## config.mk

```make
export PLATFORM = sky130hd
export DESIGN_NAME = lab1_imul_int_mul_param
export DESIGN_NICKNAME = d
export VERILOG_FILES = /design/src/rtl/lab1_imul_pkg.sv /design/src/rtl/lab1_imul_int_mul_param_dpath.sv /design/src/rtl/lab1_imul_int_mul_param.sv
export SDC_FILE = /design/constraint.sdc
export NUM_CORES = 1
export LEC_CHECK = 0
export CORE_MARGIN = 3
export CORE_UTILIZATION = 45
export DETAILED_ROUTE_END_ITERATION = 8
export PLACE_DENSITY_LB_ADDON = 0.15
export SYNTH_ARGS = -nofsm -noshare
export SYNTH_HDL_FRONTEND = slang
export SYNTH_SLANG_ARGS = --single-unit
```

## constraint.sdc

```tcl
create_clock -name clk -period 4.15 [get_ports clk]
set_input_delay 1.245 -clock clk [delete_from_list [all_inputs] [get_ports clk]]
set_output_delay 1.245 -clock clk [all_outputs]
set_load 0.1 [all_outputs]
```

## src/rtl/lab1_imul_pkg.sv

```systemverilog
// Shared definitions for the lab1 iterative integer multiplier.
// Holds the result-mode encodings and the control FSM state type.
package lab1_imul_pkg;

    localparam logic [1:0] IMUL_MUL    = 2'd0;
    localparam logic [1:0] IMUL_MULH   = 2'd1;
    localparam logic [1:0] IMUL_MULHSU = 2'd2;
    localparam logic [1:0] IMUL_MULHU  = 2'd3;

    typedef enum logic [1:0] {
        IMUL_IDLE,
        IMUL_CALC,
        IMUL_DONE
    } imul_state_e;

endpackage

```

## src/rtl/lab1_imul_int_mul_param_dpath.sv

```systemverilog
// Shift-add datapath: operand magnitudes, accumulator, iteration count,
// final sign fix-up and selection of the requested product half.
module lab1_imul_int_mul_param_dpath
    import lab1_imul_pkg::*;
#(
    parameter int NBITS = 32
) (
    input  logic             clk,
    input  logic             reset,
    input  logic             i_load,
    input  logic             i_step,
    input  logic             i_done,
    input  logic [NBITS-1:0] i_a,
    input  logic [NBITS-1:0] i_b,
    input  logic [1:0]       i_mode,
    output logic             o_b_is_zero_next,
    output logic             o_cnt_last,
    output logic [NBITS-1:0] o_result
);

    localparam int W  = 2 * NBITS;
    localparam int CW = $clog2(NBITS + 1);

    logic [W-1:0]     r_a;
    logic [NBITS-1:0] r_b;
    logic [W-1:0]     r_acc;
    logic [CW-1:0]    r_cnt;
    logic [1:0]       r_mode;
    logic             r_neg;
    logic [NBITS-1:0] r_result;

    logic             w_a_sgn;
    logic             w_b_sgn;
    logic             w_a_neg;
    logic             w_b_neg;
    logic [NBITS-1:0] w_a_abs;
    logic [NBITS-1:0] w_b_abs;
    logic [NBITS-1:0] w_b_next;
    logic [W-1:0]     w_acc_next;
    logic [W-1:0]     w_prod;
    logic [NBITS-1:0] w_half;

    // Most-negative operands negate onto themselves, which is the
    // correct unsigned magnitude, so no overflow handling is needed.
    assign w_a_sgn = (i_mode != IMUL_MULHU);
    assign w_b_sgn = (i_mode == IMUL_MUL) || (i_mode == IMUL_MULH);
    assign w_a_neg = w_a_sgn & i_a[NBITS-1];
    assign w_b_neg = w_b_sgn & i_b[NBITS-1];
    assign w_a_abs = w_a_neg ? -i_a : i_a;
    assign w_b_abs = w_b_neg ? -i_b : i_b;

    assign w_b_next   = r_b >> 1;
    assign w_acc_next = r_b[0] ? (r_acc + r_a) : r_acc;
    assign w_prod     = r_neg ? -w_acc_next : w_acc_next;
    assign w_half     = (r_mode == IMUL_MUL) ? w_prod[NBITS-1:0]
                                             : w_prod[W-1:NBITS];

    assign o_b_is_zero_next = (w_b_next == '0);
    assign o_cnt_last       = (r_cnt == CW'(NBITS - 1));
    assign o_result         = r_result;

    always_ff @(posedge clk or negedge reset) begin
        if (!reset) begin
            r_a      <= '0;
            r_b      <= '0;
            r_acc    <= '0;
            r_cnt    <= '0;
            r_mode   <= '0;
            r_neg    <= 1'b0;
            r_result <= '0;
        end else begin
            if (i_load) begin
                r_a    <= {{NBITS{1'b0}}, w_a_abs};
                r_b    <= w_b_abs;
                r_acc  <= '0;
                r_cnt  <= '0;
                r_mode <= i_mode;
                r_neg  <= w_a_neg ^ w_b_neg;
            end else if (i_step) begin
                r_a    <= r_a << 1;
                r_b    <= w_b_next;
                r_acc  <= w_acc_next;
                r_cnt  <= r_cnt + CW'(1);
            end
            if (i_done) begin
                r_result <= w_half;
            end
        end
    end

endmodule

```

## src/rtl/lab1_imul_int_mul_param.sv

```systemverilog
// Variable-latency iterative multiplier with val/rdy request and response
// ports; control FSM here, arithmetic in the dpath sub-module.
module lab1_imul_int_mul_param
    import lab1_imul_pkg::*;
#(
    parameter int NBITS = 32
) (
    input  logic             clk,
    input  logic             reset,
    input  logic             req_val,
    output logic             req_rdy,
    input  logic [NBITS-1:0] req_msg_a,
    input  logic [NBITS-1:0] req_msg_b,
    input  logic [1:0]       req_msg_mode,
    output logic             resp_val,
    input  logic             resp_rdy,
    output logic [NBITS-1:0] resp_msg_result
);

    imul_state_e r_state;
    logic        r_req_rdy;
    logic        r_resp_val;

    logic w_load;
    logic w_step;
    logic w_done;
    logic w_b_is_zero_next;
    logic w_cnt_last;

    assign w_load = req_val & r_req_rdy & (r_state == IMUL_IDLE);
    assign w_step = (r_state == IMUL_CALC);
    assign w_done = w_step & (w_b_is_zero_next | w_cnt_last);

    assign req_rdy  = r_req_rdy;
    assign resp_val = r_resp_val;

    // Handshake flags are registered so no input reaches an output
    // combinationally; req_rdy rises on the first edge after reset.
    always_ff @(posedge clk or negedge reset) begin
        if (!reset) begin
            r_state    <= IMUL_IDLE;
            r_req_rdy  <= 1'b0;
            r_resp_val <= 1'b0;
        end else begin
            unique case (r_state)
                IMUL_IDLE: begin
                    r_req_rdy <= 1'b1;
                    if (w_load) begin
                        r_state   <= IMUL_CALC;
                        r_req_rdy <= 1'b0;
                    end
                end
                IMUL_CALC: begin
                    if (w_done) begin
                        r_state    <= IMUL_DONE;
                        r_resp_val <= 1'b1;
                    end
                end
                IMUL_DONE: begin
                    if (resp_rdy) begin
                        r_state    <= IMUL_IDLE;
                        r_resp_val <= 1'b0;
                        r_req_rdy  <= 1'b1;
                    end
                end
                default: begin
                    r_state    <= IMUL_IDLE;
                    r_req_rdy  <= 1'b0;
                    r_resp_val <= 1'b0;
                end
            endcase
        end
    end

    lab1_imul_int_mul_param_dpath #(
        .NBITS(NBITS)
    ) u_dpath (
        .clk              (clk),
        .reset            (reset),
        .i_load           (w_load),
        .i_step           (w_step),
        .i_done           (w_done),
        .i_a              (req_msg_a),
        .i_b              (req_msg_b),
        .i_mode           (req_msg_mode),
        .o_b_is_zero_next (w_b_is_zero_next),
        .o_cnt_last       (w_cnt_last),
        .o_result         (resp_msg_result)
    );

endmodule

```

==> impl_results.md <==
- Peak VDD IR: 0.6639 mV
- Pre-CTS setup slack: -0.3206 ns
- CTS clk-pin slew, worst paths: 0.06 ns
- Hold Path Cell Cnt: 2
- Async SR Flop Fraction: 100.0%
- Seq/Total Area, Yosys: 29.15%
- Ratio of cells with drive above 1 in the final layout: 24.21%
- CP Max Fanout: 4
- Root Buffer: clkbuf_16
- Num CTS Buffers: 27
- Antenna violation net count after detailed routing: 0
- Final hold slack: 0.4815 ns
- Synth Register Bits: 205
- Fin crit share: 105.5%
- Detailed-route via count: 20,360
- Slew Viols, Final: 0
- Largest net degree at the start of global routing: 104
- Synth top cells by count: 399 x nand2_1, 215 x nor2_1, 207 x o21ai_0
- Most frequent cell after synthesis: nand2_1
- Kind of critical path: reg2reg
- CP Data Arrival Time: 4.88 ns
- Crit start category: register
- Failing checks: setup timing
- Worst-Skew Late Latency: 0.58 ns
- Post-Route WL: 70,510 um
- Ports: 104
- Met2 Usage GRT: 53.51%
- Post-route insts no fill: 3,349
- Fin area: 23,910 um2
- CTS H-tree depth: 1
- Worst r2r src: u_dpath.r_a[31]
- Final Hold Fails: 0
- Tot GR Track Use: 33.05%
- Fillcell total: 3,408
- Antenna diodes: 0
- Worst-Margin Slew: 0.9928 ns
- Maximum clock rate: 228.5 MHz
- Worst setup margin: -0.2271 ns
- Hold path startpoint: u_dpath.o_result[3]
- Die Width: 203.8 um
- Hold-fix buffers, CTS: 0
- RD Place Congestion: 0.9867
- Met1 usage: 45.74%
- Max Cap Viol: 0
- Row count: 71
- Worst Path Required: 4.65 ns
- DRC: 0
- Leak: 10.24 nW
- Number of synthesized flops with an enable pin: 0
- Layout Nets: 2,957
- Core area: 38,110 um2
- Finish-stage setup viols: 14
- Iter 0 DRT Violations: 2,076
- Placed insts: 3,274
- Final min period: 4.377 ns
- Multi-input combinational cell area: 12,480 um2
- Initial antenna violation count: 3
- Register area: 5134 um2
- Synthesized area: 17,600 um2
- GRT Max-Usage Layer: met2
- RSZ-0062 raised after global routing: true
- P&R area growth vs syn: 35.87%
- Unique cell type count in the Yosys netlist: 99
- Die area: 41,520 um2
- Pwr Density: 1038 nW/um2
- Status: complete, but fails checks
- GR Layer Usage met3: 3.831%
- Clock Skew: 0.01839 ns
- DRT Pass-1 Iters: 8
- Ranking of synthesized cells by area: dfrtp_1 29%, nand2_1 8.5%, o21ai_0 5.9%, ha_1 4.8%, nor2_1 4.6%
- Initial Util: 46.18%
- Syn nets: 2,504
- Synth Instances: 2,366
- Ys flop type: dfrtp_1
- CP startpoint: u_dpath.r_a[31]
- Vias per std cell: 6.078
- Register-to-Register Path Depth: 15
- CTS tree: yes
- Gr ovfl total: 0
- Syn_area_per_cell: 7.438 um2
- Clock sink count: 205
- Post-synth top area cell: dfrtp_1
- HPWL Detailed: 53,770 um
- CTS Buffer Depth: 3
- Post-Place Cell Area: 22,120 um2
- Die height: 203.8 um
- Crit end category: register
- Wire length per cell: 21.05 um
- Rel. slew slack: 33.11%
- Yosys top cell area share: 29.15%
- I/O Buffers: 103
- Vias in the first global route: 19,280
- Yosys Warn Count: 0
- First-pass GRT wire length: 109,300 um
- Worst Hold Class: reg2reg
stage by stage:
| step | total power [mW] | util [%] | TNS, ns |
|---|---|---|---|
| 6_report | 24.82 | 62.74 | -1.235 |
| 5_1_grt | 26.34 | 62.74 | -5.081 |
| 4_1_cts | 23.84 | 61.41 | -0.2918 |
| 3_5_place_dp | 20.93 | 58.03 | -6.030 |
| 3_3_place_gp | 20.70 | 58.03 | -4.976 |
| 2_1_floorplan | 13.16 | - | -0.1143 |
where the power goes:
part	internal, mW	switching, mW	leakage (nW)
sequential	2.91	0.964	2.61
combinational	7.62	10.9	7.21
clock	1.42	0.952	0.428
timing repair:
action | 4_1_cts | 5_1_grt
setup buffers | 19 | 9
pin swaps | 18 | 38
setup endpoints to repair | 30 | 33
gates resized for setup | 55 | 94
logic make-up (layout without fill, tap and decap cells):
family                     Yosys count  after routing  share of synthesized area, %
and+or+nand+nor                   1050           1050                         28.49
DFF                                205            205                         29.15
adders and majority gates           68             68                         4.877
AOI/OAI and AO/OA                  724            724                         26.49
buffers and inverters              190            662                         4.245
muxes                               39             39                         2.268
xor gates and xnor gates            90             90                         4.479
critical path, cell delays in order, from the launching register on:
cell and delay (ns):
dfrtp_1 0.47, ha_1 0.37, nand4_1 0.20, buf_4 0.17
nor2_1 0.05, a21oi_1 0.46, nand4_1 0.22, o21ai_0 0.53
nand3_1 0.15, a31oi_1 0.35, nand4_1 0.26, buf_4 0.23
nor4_4 0.35, a31oi_1 0.16, xor2_1 0.17, o21ai_1 0.15
state kept, by name (all words and copies together), names as in the netlist:
signal,flops
u_dpath.r_a,64
r_state,2
u_dpath.r_cnt,6
u_dpath.o_result,32
u_dpath.r_mode,2
resp_val,1
u_dpath.r_b,32
req_rdy,1
u_dpath.r_neg,1
u_dpath.r_acc,64
metal layers:
metal	vias to the layer above	routed length, um
li1	9621	-
met1	9820	31110
met2	735	31860
met3	175	4330
met4	4	3189
met5	-	30
layout by cell type (no fill, tap or decap), types with 27 or more instances in the layout:
cell | Yosys | routed
buf_4 | 0 | 466
nand2_1 | 399 | 399
nor2_1 | 215 | 210
dfrtp_1 | 205 | 204
o21ai_0 | 207 | 191
a21oi_1 | 146 | 130
nand3_1 | 103 | 100
clkdlybuf4s50_1 | 0 | 99
a31oi_1 | 92 | 88
nor3_1 | 73 | 63
nand4_1 | 59 | 59
xnor2_1 | 53 | 52
ha_1 | 67 | 50
inv_1 | 39 | 37
or3_1 | 37 | 36
xor2_1 | 37 | 35
o21ai_1 | 21 | 29
mux2i_1 | 32 | 28
nor4_1 | 31 | 27
clkbuf_16 | 0 | 27
path summary, 6_finish.rpt:
check	to	slack, ns
worst max-delay path	u_dpath.o_result[31]	-0.23
worst min-delay path	u_dpath.o_result[3]	0.48
worst max register to register	u_dpath.o_result[31]	-0.23
worst min register to register	u_dpath.o_result[3]	0.48
max in group asynchronous	u_dpath.r_a[61]	2.55
min in group asynchronous	u_dpath.r_acc[19]	0.62
area by class of cell:
type | instances | share of cell area (%)
Clock buffer | 40 | 3.114
Inverter | 40 | 0.6279
Multi-Input combinational cell | 1971 | 52.21
Clock inverter | 8 | 0.5442
Sequential cell | 205 | 21.47
Tap cell | 511 | 2.674
Timing Repair Buffer | 574 | 19.36
Note: power is estimated with default switching activity, not from simulation.
